$ cat config.mk
export PLATFORM = sky130hd
export DESIGN_NAME = adder_tree_scheduler
export DESIGN_NICKNAME = d
export VERILOG_FILES = /design/src/rtl/adder_tree_scheduler.sv
export SDC_FILE = /design/constraint.sdc
export NUM_CORES = 1
export LEC_CHECK = 0
export CAP_MARGIN = 20
export CORE_AREA = 8 8 211 213
export CTS_BUF_LIST = sky130_fd_sc_hd__clkbuf_4 sky130_fd_sc_hd__clkbuf_8 sky130_fd_sc_hd__clkbuf_16
export DETAILED_ROUTE_END_ITERATION = 8
export DIE_AREA = 0 0 219 221
export DONT_BUFFER_PORTS = 1
export PLACE_DENSITY = 0.3
export SLEW_MARGIN = 20
export SYNTH_ARGS = -nofsm -noshare
export SYNTH_HDL_FRONTEND = slang
export SYNTH_SLANG_ARGS = --single-unit
export TNS_END_PERCENT = 50
$ cat constraint.sdc
create_clock -name clk -period 1.89 [get_ports clk]
set_input_delay 0.189 -clock clk [delete_from_list [all_inputs] [get_ports clk]]
set_output_delay 0.189 -clock clk [all_outputs]
set_load 0.02 [all_outputs]
$ cat src/rtl/adder_tree_scheduler.sv
// Job scheduler for an external pipelined adder tree: feeds beats into the tree,
// tracks in-flight beats with a valid shift register and accumulates root sums.
module adder_tree_scheduler #(
  parameter int unsigned DATA_BITWIDTH   = 8,
  parameter int unsigned BREADTH_OF_TREE = 32,
  parameter int unsigned TREE_LATENCY    = 6,
  parameter int unsigned ACC_BITWIDTH    = 16
) (
  input  logic                                     clk,
  input  logic                                     rstN,
  input  logic                                     start,
  input  logic [7:0]                               cfg_beats,
  input  logic                                     abort,
  input  logic                                     in_valid,
  output logic                                     in_ready,
  input  logic [DATA_BITWIDTH*BREADTH_OF_TREE-1:0] in_data,
  output logic [DATA_BITWIDTH*BREADTH_OF_TREE-1:0] tree_din,
  input  logic [DATA_BITWIDTH-1:0]                 tree_sum,
  output logic                                     res_valid,
  input  logic                                     res_ready,
  output logic [ACC_BITWIDTH-1:0]                  res_data,
  output logic                                     res_ovf,
  output logic                                     busy
);

  localparam int unsigned VEC_W   = DATA_BITWIDTH * BREADTH_OF_TREE;
  localparam int unsigned BEATS_W = 8;
  localparam int unsigned SUM_W   = ACC_BITWIDTH + 1;
  localparam logic [TREE_LATENCY-1:0] SR_LAST = {1'b1, {(TREE_LATENCY-1){1'b0}}};

  typedef enum logic [1:0] {IDLE, FEED, DRAIN, DONE} state_e;

  state_e                    state_q, state_d;
  logic [BEATS_W-1:0]        beats_left_q, beats_left_d;
  logic [TREE_LATENCY-1:0]   sr_q, sr_d;
  logic [ACC_BITWIDTH-1:0]   acc_q, acc_d;
  logic                      ovf_q, ovf_d;
  logic                      in_ready_q, in_ready_d;
  logic                      res_valid_q, res_valid_d;
  logic                      busy_q, busy_d;
  logic                      fire_c;
  logic [SUM_W-1:0]          acc_sum_c;

  assign fire_c    = in_valid & in_ready_q;
  assign tree_din  = fire_c ? in_data : VEC_W'(0);
  assign acc_sum_c = {1'b0, acc_q} + SUM_W'(tree_sum);

  assign in_ready  = in_ready_q;
  assign res_valid = res_valid_q;
  assign res_data  = acc_q;
  assign res_ovf   = ovf_q;
  assign busy      = busy_q;

  always_comb begin
    state_d      = state_q;
    beats_left_d = beats_left_q;
    sr_d         = {sr_q[TREE_LATENCY-2:0], fire_c};
    acc_d        = acc_q;
    ovf_d        = ovf_q;

    // The top shift-register bit marks tree_sum as belonging to an accepted beat.
    if (sr_q[TREE_LATENCY-1]) begin
      acc_d = acc_sum_c[ACC_BITWIDTH-1:0];
      ovf_d = ovf_q | acc_sum_c[ACC_BITWIDTH];
    end

    unique case (state_q)
      IDLE: begin
        if (start) begin
          acc_d        = '0;
          ovf_d        = 1'b0;
          sr_d         = '0;
          beats_left_d = cfg_beats;
          state_d      = (cfg_beats == BEATS_W'(0)) ? DONE : FEED;
        end
      end
      FEED: begin
        if (fire_c) begin
          beats_left_d = beats_left_q - BEATS_W'(1);
          if (beats_left_q == BEATS_W'(1)) state_d = DRAIN;
        end
      end
      DRAIN: begin
        if (sr_q == SR_LAST) state_d = DONE;
      end
      DONE: begin
        if (res_ready) state_d = IDLE;
      end
      default: state_d = IDLE;
    endcase

    // Abort wins over fire and res_ready; clearing sr_d keeps tree residue out of acc.
    if (abort && (state_q != IDLE)) begin
      state_d      = IDLE;
      sr_d         = '0;
      beats_left_d = beats_left_q;
    end

    in_ready_d  = (state_d == FEED);
    res_valid_d = (state_d == DONE);
    busy_d      = (state_d != IDLE);
  end

  always_ff @(posedge clk or negedge rstN) begin
    if (!rstN) begin
      state_q      <= IDLE;
      beats_left_q <= '0;
      sr_q         <= '0;
      acc_q        <= '0;
      ovf_q        <= 1'b0;
      in_ready_q   <= 1'b0;
      res_valid_q  <= 1'b0;
      busy_q       <= 1'b0;
    end else begin
      state_q      <= state_d;
      beats_left_q <= beats_left_d;
      sr_q         <= sr_d;
      acc_q        <= acc_d;
      ovf_q        <= ovf_d;
      in_ready_q   <= in_ready_d;
      res_valid_q  <= res_valid_d;
      busy_q       <= busy_d;
    end
  end

endmodule

# After elaboration in Yosys (flattened, before gate mapping)
# Cells that the tools add are included.
[classes]
add_sub_neg = 2
n_eq_ne = 9
reduce_logical = 7
bitwise = 3
mux = 21
[op_table]
columns = ["op", "count"]
rows = [
  ["2-to-1 mux 256 bit", 1],
  ["2-to-1 mux 16 bit", 3],
  ["2-to-1 mux 6 bit", 3],
  ["adder 16 x 8 -> 17 bit", 1],
  ["2-to-1 mux 8 bit", 2],
  ["one-hot mux 8 bit (2 select lines)", 1],
  ["2-to-1 mux 2 bit", 7],
  ["equality test 8 x 1 -> 1 bit, second input constant", 1],
  ["zero test 8 bit", 1],
  ["one-hot mux 2 bit (4 select lines)", 1],
  ["subtractor 8 x 1 -> 8 bit, second input constant", 1],
  ["equality test 2 bit, second input constant", 3],
  ["equality test 6 bit, second input constant", 1],
  ["nonzero test 2 bit", 3],
  ["equality test 2 x 1 -> 1 bit, second input constant", 2],
  ["!= test 2 bit, second input constant", 2],
  ["AND reduction 4 bit", 1],
  ["2-to-1 mux 1 bit", 3],
  ["zero test 2 bit", 1],
  ["bitwise AND 1 bit", 1],
  ["logical AND 1 bit", 1],
  ["NOT 1 bit", 1],
  ["bitwise OR 1 bit", 1],
]
[word_totals]
elab_cells = 50
out_inout_bits = 276
input_bits = 278
ff_bits = 36

# Logic depth before layout (Yosys ltp)
# Gate-level depths: netlist (run 1).
[depth]
word_depth = 6
ltp_mapped = 7
depth_no_buf = 7

# Least setup slack after synthesis (run 1)
# No wires, ideal clock.
[synth_path]
kind = "register to register"
startpoint = "register acc_q[0], in the netlist res_data[0]"
endpoint = "register acc_q[10], in the netlist res_data[10]"
slack_ns = -0.134
setup_ns = 0.132
stages_incl_launch_ff = 8
arrival_time_ns = 1.892
required_ns = 1.758
synth_period_minus_slack_ns = 2.024
path_buffers = 0
path_cell_list = "dfrtp_1 > ha_1 > fa_1 > a211oi_1 > nor3_1 > o21ai_0 > xor2_1 > nor2_1"
[synth_via]
elab_chain_len = 4
[synth_lines]
columns = ["element", "line", "source"]
rows = [
  ["from (decl)", "36", "logic [ACC_BITWIDTH-1:0] acc_q, acc_d;"],
  ["from (signal assigned)", "109", "acc_q <= '0;"],
  ["from (signal assigned)", "118", "acc_q <= acc_d;"],
  ["adder 16 x 8 -> 17 bit (*)", "46", "assign acc_sum_c = {1'b0, acc_q} + SUM_W'(tree_sum);"],
  ["2-to-1 mux 16 bit (*)", "62", "if (sr_q[TREE_LATENCY-1]) begin"],
  ["2-to-1 mux 16 bit", "69", "if (start) begin"],
  ["2-to-1 mux 16 bit (*)", "67", "unique case (state_q)"],
  ["named net acc_d[10]", "36", ""],
]
# Mark *: on every way through the listed nets, which the timed path passes. The rest lies on a longest branch.
# A chain may end at the register's enable or synchronous reset.

# Final worst setup path (run 1)
[layout_path]
startpoint = "register acc_q[4], in the netlist res_data[4]"
endpoint = "register acc_q[9], in the netlist res_data[9]"
# The elaborated chain is that of the path after synthesis.

==> results of run 1 <==
-- through the flow --
step	hold WS, ns	util, %	total power, uW	TNS, ns	worst slack, ns
final	0.0374	13.3	5740	-0.00669	-0.00669
after global routing	0.0663	13.2	6130	-0.697	-0.0904
after CTS	0.0341	13.0	5820	-0.0294	-0.0264
after detailed placement	-0.105	12.3	4820	-0.208	-0.0758
after global placement	-0.105	12.3	4810	-0.236	-0.126
after floorplan	-0.107	-	3690	-0.0530	-0.0530
-- what timing repair did --
item	CTS	global route
resized for setup	7	25
buffers inserted	3	1
hold buffers	2	0
gates cloned	0	0
setup endpoints to repair	10	24
hold endpoints to repair	36	0
pin swaps	8	13
-- registers in the layout, summed over array words and instances, names as in the netlist --
signal	cells
state_q	2
res_ovf	1
in_ready	1
res_data	16
busy	1
res_valid	1
beats_left_q	8
sr_q	6
-- worst min-delay path by stage --
| stage | start | endpoint | slack (ns) | depth (start not counted) |
|---|---|---|---|---|
| floorplan | rstN | beats_left_q[0] | -0.11 | 0 |
| detailed placement | rstN | res_data[7] | -0.11 | 0 |
| global placement | rstN | res_data[7] | -0.11 | 0 |
| CTS | cfg_beats[0] | beats_left_q[0] | 0.03 | 2 |
| finish | cfg_beats[0] | beats_left_q[0] | 0.04 | 2 |
| global route | cfg_beats[0] | beats_left_q[0] | 0.07 | 2 |
-- cells in the final DEF (no fill, tap or decap), types with 3 or more instances in the layout --
cell type  count
and3_1       252
buf_4         73
dfrtp_1       33
nor2_1        25
a21oi_1       17
diode_2       16
nand2_1       15
o21ai_0       12
and3_2        12
buf_12         8
xor2_1         6
ha_4           6
nor3b_1        5
mux2i_1        5
clkbuf_16      5
buf_6          5
inv_1          4
o21ai_1        4
a21o_1         4
nor2b_1        4
ha_1           4
and2_1         3
o21ai_2        3
a211oi_1       3
nor3_1         3
o31ai_1        3
-- kinds of logic after synthesis --
group,share of synthesized area (%)
multiplexers,1.28
AO/OA/AOI/OAI,11.6
flip-flops,23.0
adder cells (fa/ha/maj),3.70
AND/OR/NAND/NOR,52.1
buffers and inverters,6.55
XOR/XNOR,1.79
-- synthesized netlist by cell type, types with 3 or more instances --
cell type / number / area, sq um
and3_1: 264 / 1650
and2_1: 3 / 18.8
nor2b_1: 4 / 25.0
dfrtp_1: 36 / 901
nor2_1: 25 / 93.8
nor3b_1: 5 / 37.5
a21o_1: 4 / 30.0
o31ai_1: 4 / 30.0
a211oi_1: 6 / 45.0
mux2i_1: 5 / 50.1
nor3_1: 4 / 20.0
nand2_1: 15 / 56.3
ha_1: 10 / 125
xor2_1: 6 / 52.6
o21ai_0: 17 / 85.1
a21oi_1: 18 / 90.1
inv_1: 4 / 15.0
clkbuf_1: 60 / 225
-- worst max-delay path, cell delays in order (launching register included) --
cell	delay, ns
dfrtp_1	0.41
ha_4	0.29
o211ai_2	0.09
o21ai_2	0.22
a41oi_4	0.20
buf_6	0.16
or4_1	0.39
nand2_1	0.07
-- metal layers --
layer / up-vias / GRT usage (%) / share of wire [%]
li1: 2036 / - / -
met1: 2097 / 12.6 / 35
met2: 379 / 19.4 / 44
met3: 70 / 11.0 / 20
met4: 32 / 0.883 / 1.1
met5: - / 0 / 0.60
-- report_power, final --
part	switching [uW]	internal, uW	leakage, uW	total (uW)
sequential	198	941	0.000471	1140
combinational	2560	1110	0.00241	3670
clock	352	577	0.0000807	929
-- area by class of cell --
class	instances	area, sq um	area share [%]
multi-input combinational	431	2900	53.0
sequential	36	907	16.6
timing repair buffer	87	774	14.1
tap	539	674	12.3
clock buffer	8	160	2.93
antenna	16	40.0	0.731
inverter	4	15.0	0.274
==> flow_metrics.py, run 1 <==
metrics = {
    "status": {
        "status": "complete, but fails checks",
        "violations": "negative setup slack",
    },
    "setup_path": {
        "worstReg2RegEnd": "res_data[9]",
        "reg2regPathDepth": 7,
        "reg2reg_slack_ns": -0.007,
        "path_class": "register to register",
        "worstPathRequired_ns": 2.11,
        "timing.rr.start": "res_data[4]",
        "crit_path_start_kind": "register",
        "crit_start": "res_data[4]",
        "path_max_fanout": 5,
        "worst_ep_arrival_time_ns": 2.11,
        "worstSetupEndpoint": "res_data[9]",
        "cp-end-kind": "register",
    },
    "floorplanning": {
        "rows": 75,
        "coreArea_sq_mm": 0.0413,
        "die_x_um": 219,
        "ios": 554,
        "die_y_um": 221,
        "dieArea_sq_mm": 0.0484,
        "start_util_pct": 9.49,
    },
    "routing": {
        "drt-initial-drc-count": 275,
        "drtPass1Iterations": 6,
        "wl_per_cell_um": 29.0,
        "routed_wl_um": 32500,
        "dr_total_vias": 4614,
        "ant_nets": 0,
        "detail_route.vias_per_cell": 4.12,
        "drc_errors": 0,
    },
    "clocking": {
        "clockBufferDepth": 2,
        "numCtsBuffers": 5,
        "clockRootBuffer": "clkbuf_16",
        "cts.clk_slew.worst_paths_ns": 0.07,
        "clkLatencyLatePin_ns": 0.29,
        "clock_sinks": 36,
        "cts_tree": "done",
        "htree_levels": 2,
    },
    "synth": {
        "synthCells": 534,
        "synth_area_sq_mm": 0.00392,
        "synth_nets": 823,
        "yosysSeqAreaShare_pct": 23.0,
        "async_reset_ff_share_pct": 100,
        "synth_cell_types": 52,
        "ys_ff_latch": 36,
        "syn_area_per_cell_sq_um": 7.34,
        "synthFlopType": "dfrtp_1",
        "ys_warn_count": 0,
        "synth-edff-count": 0,
    },
    "pwr": {
        "powerDensity_mw_per_mm2": 1050,
        "power.leakage_uw": 0.00297,
        "irDropWorstVdd_mv": 0.465,
    },
    "placement": {
        "dpl_cell_area_sq_mm": 0.00510,
        "dp_hpwl_um": 28200,
        "placedCellCount": 1091,
        "place_congestion": 0.814,
        "io_buffers": 0,
    },
    "timing": {
        "setup_violations": 1,
        "fmax_mhz": 527,
        "fin_crit_sh_pct": 100,
        "max_slew_margin_pct": 66.8,
        "skew_ns": 0.0104,
        "grt_setup_unrepaired": "yes",
        "fin_crit_ns": 1.90,
        "hold_viol": 0,
        "fin_ws_ns": -0.00669,
        "report.final.slew_viol_count": 0,
        "worst_pin_slew_ns": 0.495,
    },
    "global_route": {
        "grtUsageTotal_pct": 12.3,
        "grt_pass1_wl_um": 42600,
        "grt_max_degree": 259,
        "antenna_found_initial": 51,
        "gr-total-overflow": 0,
        "grt_pass1_vias": 4631,
    },
    "finish": {
        "final_nets": 854,
        "design_area_sq_mm": 0.00548,
        "stdcell_count": 1121,
        "syn2layout_area_growth_pct": 39.7,
        "drive_gt1_share_pct": 23.5,
        "n_fill_cell": 4760,
    },
    "hold_path": {
        "holdCritPathClass": "primary input to register",
    },
    "job": {
        "max_cap_violations": 0,
    },
}
No activity file was read; power rests on OpenSTA's default activity.
==> run 2: changes to the inputs <==
--- a/config.mk
+++ b/config.mk
@@ -5,11 +5,12 @@
 export SDC_FILE = /design/constraint.sdc
 export NUM_CORES = 1
 export LEC_CHECK = 0
+export ABC_AREA = 1
 export CAP_MARGIN = 20
-export CORE_AREA = 8 8 211 213
+export CORE_AREA = 8 8 210 212
 export CTS_BUF_LIST = sky130_fd_sc_hd__clkbuf_4 sky130_fd_sc_hd__clkbuf_8 sky130_fd_sc_hd__clkbuf_16
 export DETAILED_ROUTE_END_ITERATION = 8
-export DIE_AREA = 0 0 219 221
+export DIE_AREA = 0 0 218 220
 export DONT_BUFFER_PORTS = 1
 export PLACE_DENSITY = 0.3
 export SLEW_MARGIN = 20
==> run 2 against run 1 <==
Net effect: the flow now finishes without violations; hold slack improved by 0.042 ns; highest routed layer unchanged; area after synthesis increased by 11%; sequential power about the same; non-clock buffer count increased by 201; flip-flop and latch count unchanged; critical path depth decreased by 2; routed wire length increased by 1.5%; register-to-register slack improved by 0.19 ns; first-iteration DRC count decreased by 2.9%.
==> flow_metrics.py, run 2 <==
metrics = {
    "setup_path": {
        "cp-end-kind": "output pin",
        "path_class": "register to output pin",
        "worst_ep_arrival_time_ns": 1.56,
        "crit_path_start_kind": "register",
        "worstPathRequired_ns": 1.70,
        "reg2reg_slack_ns": 0.18,
        "reg2regPathDepth": 8,
        "worstReg2RegEnd": "res_data[8]",
        "path_max_fanout": 35,
        "crit_start": "in_ready",
        "timing.rr.start": "res_data[0]",
    },
    "timing": {
        "grt_setup_unrepaired": "no",
        "tns_ns": 0,
        "fin_crit_sh_pct": 92.8,
        "hold_viol": 0,
        "worst_pin_slew_ns": 0.442,
        "skew_ns": 0.00781,
        "fin_crit_ns": 1.75,
        "max_slew_margin_pct": 70.5,
        "fmax_mhz": 570,
        "report.final.slew_viol_count": 0,
        "setup_violations": 0,
        "fin_ws_ns": 0.137,
    },
    "synth": {
        "yosysSeqAreaShare_pct": 20.7,
        "ys_warn_count": 0,
        "synth-edff-count": 0,
        "syn_area_per_cell_sq_um": 5.06,
        "ys_ff_latch": 36,
        "synthFlopType": "dfrtp_1",
        "synthCells": 862,
        "synthTopCellsByArea": "nor2_1 (27%), inv_1 (25%), dfrtp_1 (21%)",
        "synth_nets": 1151,
        "synth_most_common_cell": "nor2_1",
        "synth_top_area_cell": "nor2_1",
        "yosys-top-cells-count": "nor2_1 (312), inv_1 (294), nand2_1 (74)",
        "async_reset_ff_share_pct": 100,
        "synth_area_sq_mm": 0.00436,
        "synth_cell_types": 35,
        "synth_top_cell_area_share_pct": 26.9,
    },
    "hold_path": {
        "hold_depth": 2,
        "hp-start": "cfg_beats[1]",
        "holdCritPathClass": "primary input to register",
        "hold_end": "beats_left_q[1]",
    },
    "clocking": {
        "numCtsBuffers": 5,
        "clockBufferDepth": 2,
        "htree_levels": 2,
        "cts_tree": "done",
        "cts.clk_slew.worst_paths_ns": 0.06,
        "clockRootBuffer": "clkbuf_16",
        "clkLatencyLatePin_ns": 0.29,
        "clock_sinks": 36,
    },
    "global_route": {
        "grt_pass1_vias": 6115,
        "grtUsageTotal_pct": 12.2,
        "grt_pass1_wl_um": 42800,
        "grt_max_degree": 48,
        "antenna_found_initial": 6,
        "gr-total-overflow": 0,
    },
    "floorplanning": {
        "start_util_pct": 10.8,
        "die_y_um": 220,
        "die_x_um": 218,
        "coreArea_sq_mm": 0.0406,
        "ios": 554,
        "rows": 74,
        "dieArea_sq_mm": 0.0480,
    },
    "routing": {
        "drc_errors": 0,
        "ant_nets": 0,
        "top_layer_used": "met5",
        "wl_met2_um": 14800,
        "wl_met3_um": 3410,
        "detail_route.vias_per_cell": 3.51,
        "drt-met1-wl_um": 14300,
        "dr_total_vias": 5833,
        "wl_per_cell_um": 19.9,
        "drtPass1Iterations": 4,
        "routed_wl_um": 33000,
        "drt-initial-drc-count": 267,
    },
    "finish": {
        "final_nets": 1414,
        "final_util_pct": 18.1,
        "stdcell_count": 1661,
        "syn2layout_area_growth_pct": 68.2,
        "multiInputGateArea_sq_mm": 0.00221,
        "n_fill_cell": 4779,
        "mostFrequentLayoutCell": "nor2_1",
        "largest_register_ffs": 16,
        "drive_gt1_share_pct": 28.5,
        "seqCellArea_sq_um": 902,
        "final_cell_mix": "nor2_1 (312), inv_1 (294), buf_4 (281), nand2_1 (72), dfrtp_1 (35)",
    },
    "pwr": {
        "irDropWorstVdd_mv": 0.410,
        "p_total_uw": 6370,
        "power.leakage_uw": 0.00482,
        "powerDensity_mw_per_mm2": 867,
    },
    "placement": {
        "placedCellCount": 1646,
        "dp_hpwl_um": 29800,
        "io_buffers": 0,
        "dpl_worst_slack_ns": 0.0787,
        "place_congestion": 0.875,
    },
    "job": {
        "max_cap_violations": 0,
    },
    "status": {
        "status": "complete, no violations",
    },
}
==> run 2: cell types whose count changed after synthesis, sizes merged, moves of 6 or more <==
cell and delta:
inv +296, nand3 +32, and3 -264, a211oi -6
nand2 +60, o21ai -7, clkbuf -46, nor2 +291
buf +16
==> run 2: per-layer routing <==
| metal | track usage (%) | vias up |
|---|---|---|
| met5 | 0 | - |
| met4 | 2.06 | 2 |
| met3 | 5.09 | 24 |
| met2 | 19.0 | 345 |
| met1 | 15.8 | 2562 |
| li1 | - | 2900 |
==> run 2: worst max-delay path by stage <==
stage                                to  slack (ns)  cells after the start
after CTS                 tree_din[196]        0.04                      4
after detailed placement    res_data[8]        0.08                      8
after global placement      res_data[8]        0.08                      8
final                      tree_din[56]        0.14                      5
after global routing       res_data[15]        0.03                      8
after floorplan             res_data[8]        0.16                      8
==> run 2: through the flow <==
step / hold WS (ns) / area [sq um]
floorplan: -0.107 / 4360
global placement: -0.105 / 7080
detailed placement: -0.105 / 7080
CTS: 0.0751 / 7310
global route: 0.0799 / 7330
finish: 0.0791 / 7340
==> run 2: final cells by class <==
type / instances / share of cell area, %
Antenna cell: 3 / 0.102
Clock buffer: 7 / 2.08
Multi-Input combinational cell: 494 / 30.1
Timing Repair Buffer: 288 / 30.5
Sequential cell: 36 / 12.3
Inverter: 300 / 15.4
Clock inverter: 1 / 0.409
Tap cell: 532 / 9.07
==> run 2: power breakdown <==
part | switching (uW) | internal (uW) | total [uW] | leakage, uW
Sequential | 195 | 944 | 1140 | 0.000480
Clock | 343 | 695 | 1040 | 0.0000901
Combinational | 2720 | 1470 | 4190 | 0.00425
==> run 2: worst max-delay path, cell delays in order, from the launching register on <==
cell and delay [ns]:
dfrtp_2 0.46, nand2_8 0.20, buf_12 0.22, buf_12 0.16, nor2_1 0.05, buf_4 0.15
==> run 2: cells by family after synthesis <==
kind of cell	synth area share [%]
compound gates	5.91
xor+xnor	0.603
fa+ha+maj	3.33
buf+inv	29.4
flops	20.7
simple gates	40.1
==> run 2: what timing repair did <==
| action | in CTS | in global routing |
|---|---|---|
| setup buffers | 0 | 1 |
| endpoints found under the hold margin | 36 | 0 |
| resized for setup | 2 | 2 |
| setup endpoints to repair | 93 | 24 |
| hold buffers | 2 | 0 |
| pin swaps | 1 | 1 |
| gates cloned | 0 | 1 |
==> run 3: changes to the inputs <==
--- a/config.mk
+++ b/config.mk
@@ -12,6 +12,7 @@
 export DETAILED_ROUTE_END_ITERATION = 8
 export DIE_AREA = 0 0 218 220
 export DONT_BUFFER_PORTS = 1
+export GPL_TIMING_DRIVEN = 0
 export PLACE_DENSITY = 0.3
 export SLEW_MARGIN = 20
 export SYNTH_ARGS = -nofsm -noshare
==> run 3 against run 2 <==
Net effect: first-iteration DRC count fell by 15%; setup slack got worse by 0.083 ns; fmax fell by 4.5%; clock skew fell by 0.0017 ns; die area did not move; clock-buffer cell count fell by 1; routed wire length rose by 1.4%; total power fell by 2.7%; final cell count fell by 15%; utilization fell by 1.7 points; combinational power fell by 4%; largest cell class is now multi-input gates; final area fell by 9.2%.
==> flow_metrics.py, run 3 (synthesis results as in run 2) <==
metrics = {
    "status": {
        "status": "complete, no violations",
    },
    "floorplanning": {
        "die_x_um": 218,
        "rows": 74,
        "coreArea_sq_mm": 0.0406,
        "die_y_um": 220,
        "start_util_pct": 10.8,
        "dieArea_sq_mm": 0.0480,
        "ios": 554,
    },
    "global_route": {
        "grt_pass1_wl_um": 43200,
        "use_met2_pct": 18.9,
        "grtUsageMet3_pct": 5.88,
        "grt_pass1_vias": 5575,
        "grtUsageTotal_pct": 12.5,
        "grt_max_degree": 37,
        "antenna_found_initial": 6,
        "gr-total-overflow": 0,
        "busiest_layer": "met2",
        "use_met1_pct": 16.2,
    },
    "finish": {
        "multiInputGateArea_sq_mm": 0.00345,
        "stdcell_count": 1405,
        "seqCellArea_sq_um": 908,
        "drive_gt1_share_pct": 36.0,
        "final_util_pct": 16.4,
        "largest_register_ffs": 16,
        "n_fill_cell": 4708,
        "final_cell_mix": "inv_1 (294), nor2_4 (119), nor2_2 (116), nor2_1 (81), nand2_1 (71)",
        "diodes": 0,
        "final_nets": 1161,
        "mostFrequentLayoutCell": "inv_1",
        "syn2layout_area_growth_pct": 52.8,
    },
    "routing": {
        "drtPass1Iterations": 4,
        "drc_errors": 0,
        "drt-initial-drc-count": 226,
        "dr_total_vias": 5187,
        "routed_wl_um": 33500,
        "wl_per_cell_um": 23.8,
        "ant_nets": 0,
        "detail_route.vias_per_cell": 3.69,
    },
    "setup_path": {
        "path_max_fanout": 10,
        "crit_chain": "nand2_8, clkbuf_16, clkbuf_4, nor2_2",
        "worstReg2RegEnd": "res_data[6]",
        "reg2reg_slack_ns": 0.12,
        "worst_ep_arrival_time_ns": 1.65,
        "critPathMaxStageDelay_ns": 0.49,
        "crit_path_start_kind": "register",
        "path_class": "register to output pin",
        "timing.rr.start": "res_data[0]",
        "worstPathRequired_ns": 1.70,
        "cp-end-kind": "output pin",
        "reg2regPathDepth": 9,
        "cp_slowest_cell": "dfrtp_2",
    },
    "pwr": {
        "irDropWorstVdd_mv": 0.417,
        "powerDensity_mw_per_mm2": 929,
        "power.leakage_uw": 0.00342,
        "p_total_uw": 6190,
    },
    "timing": {
        "fin_crit_ns": 1.84,
        "fin_ws_ns": 0.0534,
        "tns_ns": 0,
        "max_slew_margin_pct": 55.4,
        "setup_violations": 0,
        "skew_ns": 0.00614,
        "report.final.slew_viol_count": 0,
        "worst_pin_slew_ns": 0.669,
        "grt_setup_unrepaired": "yes",
        "fmax_mhz": 544,
        "fin_crit_sh_pct": 97.2,
        "hold_viol": 0,
    },
    "clocking": {
        "clockRootBuffer": "clkbuf_16",
        "clockBufferDepth": 2,
        "cts.clk_slew.worst_paths_ns": 0.06,
        "clkLatencyLatePin_ns": 0.29,
        "numCtsBuffers": 5,
        "htree_levels": 2,
        "clock_sinks": 36,
        "cts_tree": "done",
    },
    "hold_path": {
        "hold_depth": 2,
        "holdCritPathClass": "primary input to register",
        "hold_end": "beats_left_q[1]",
        "hp-start": "cfg_beats[1]",
    },
    "job": {
        "max_cap_violations": 0,
    },
    "placement": {
        "place_congestion": 0.958,
        "dp_hpwl_um": 30000,
        "dpl_worst_slack_ns": -1.37,
        "placedCellCount": 1394,
        "io_buffers": 0,
    },
}
run 3: cell count changes in the layout (fill, tap and decap cells not counted), moves of 5 or more:
cell and delta:
nor2_1 -231, nor2_4 +116, nor2_2 +115, ha_1 -6
dfrtp_2 +5, clkbuf_4 +9, dfrtp_1 -5, buf_6 +9
buf_4 -274, buf_12 -6
run 3: power by group:
part | leakage (uW) | internal [uW] | switching, uW
combinational | 0.00286 | 977 | 3060
clock | 0.0000843 | 636 | 349
sequential | 0.000472 | 946 | 221
total | 0.00342 | 2560 | 3630
run 3: metrics by stage:
| step | hold WS, ns | instance area (sq um) |
|---|---|---|
| final | 0.0809 | 6660 |
| after global routing | 0.0912 | 6660 |
| after CTS | 0.0737 | 6270 |
| after detailed placement | -0.106 | 5030 |
| after global placement | -0.105 | 5030 |
| after floorplan | -0.107 | 4360 |
run 3: cell type report:
class                           instances  share of cell area, %
Buffer                                 33                   4.51
Clock buffer                            6                   1.99
Clock inverter                          2                  0.526
Inverter                              300                   16.9
Multi-Input combinational cell        493                   51.7
Sequential cell                        36                   13.6
Tap cell                              532                   9.99
Timing Repair Buffer                    3                  0.676
run 3: worst max path at each step:
stage,from,endpoint,cells past startpoint
floorplan,res_data[0],res_data[8],8
finish,in_ready,tree_din[124],4
global placement,in_ready,tree_din[94],4
CTS,in_ready,tree_din[151],4
global route,in_ready,tree_din[214],4
detailed placement,in_ready,tree_din[93],4
run 3: routing by layer:
metal | vias to the layer above | wire length [um]
met5 | - | 12
met2 | 354 | 14900
met4 | 2 | 531
met3 | 26 | 3770
li1 | 2393 | -
met1 | 2412 | 14300
run 3: worst max-delay path, delay by kind of cell, from the launching register on:
| kind | cells | cell delay [ns] |
|---|---|---|
| buffers and inverters | 2 | 0.45 |
| AND/OR/NAND/NOR | 2 | 0.39 |
| flip-flops | 1 | 0.49 |
run 3: what timing repair did:
action                     in CTS  in global routing
resized for setup             335                102
hold endpoints to repair       36                  0
buffers inserted                1                  0
hold buffers                    2                  0
pin swaps                       4                  5
setup endpoints to repair     265                175
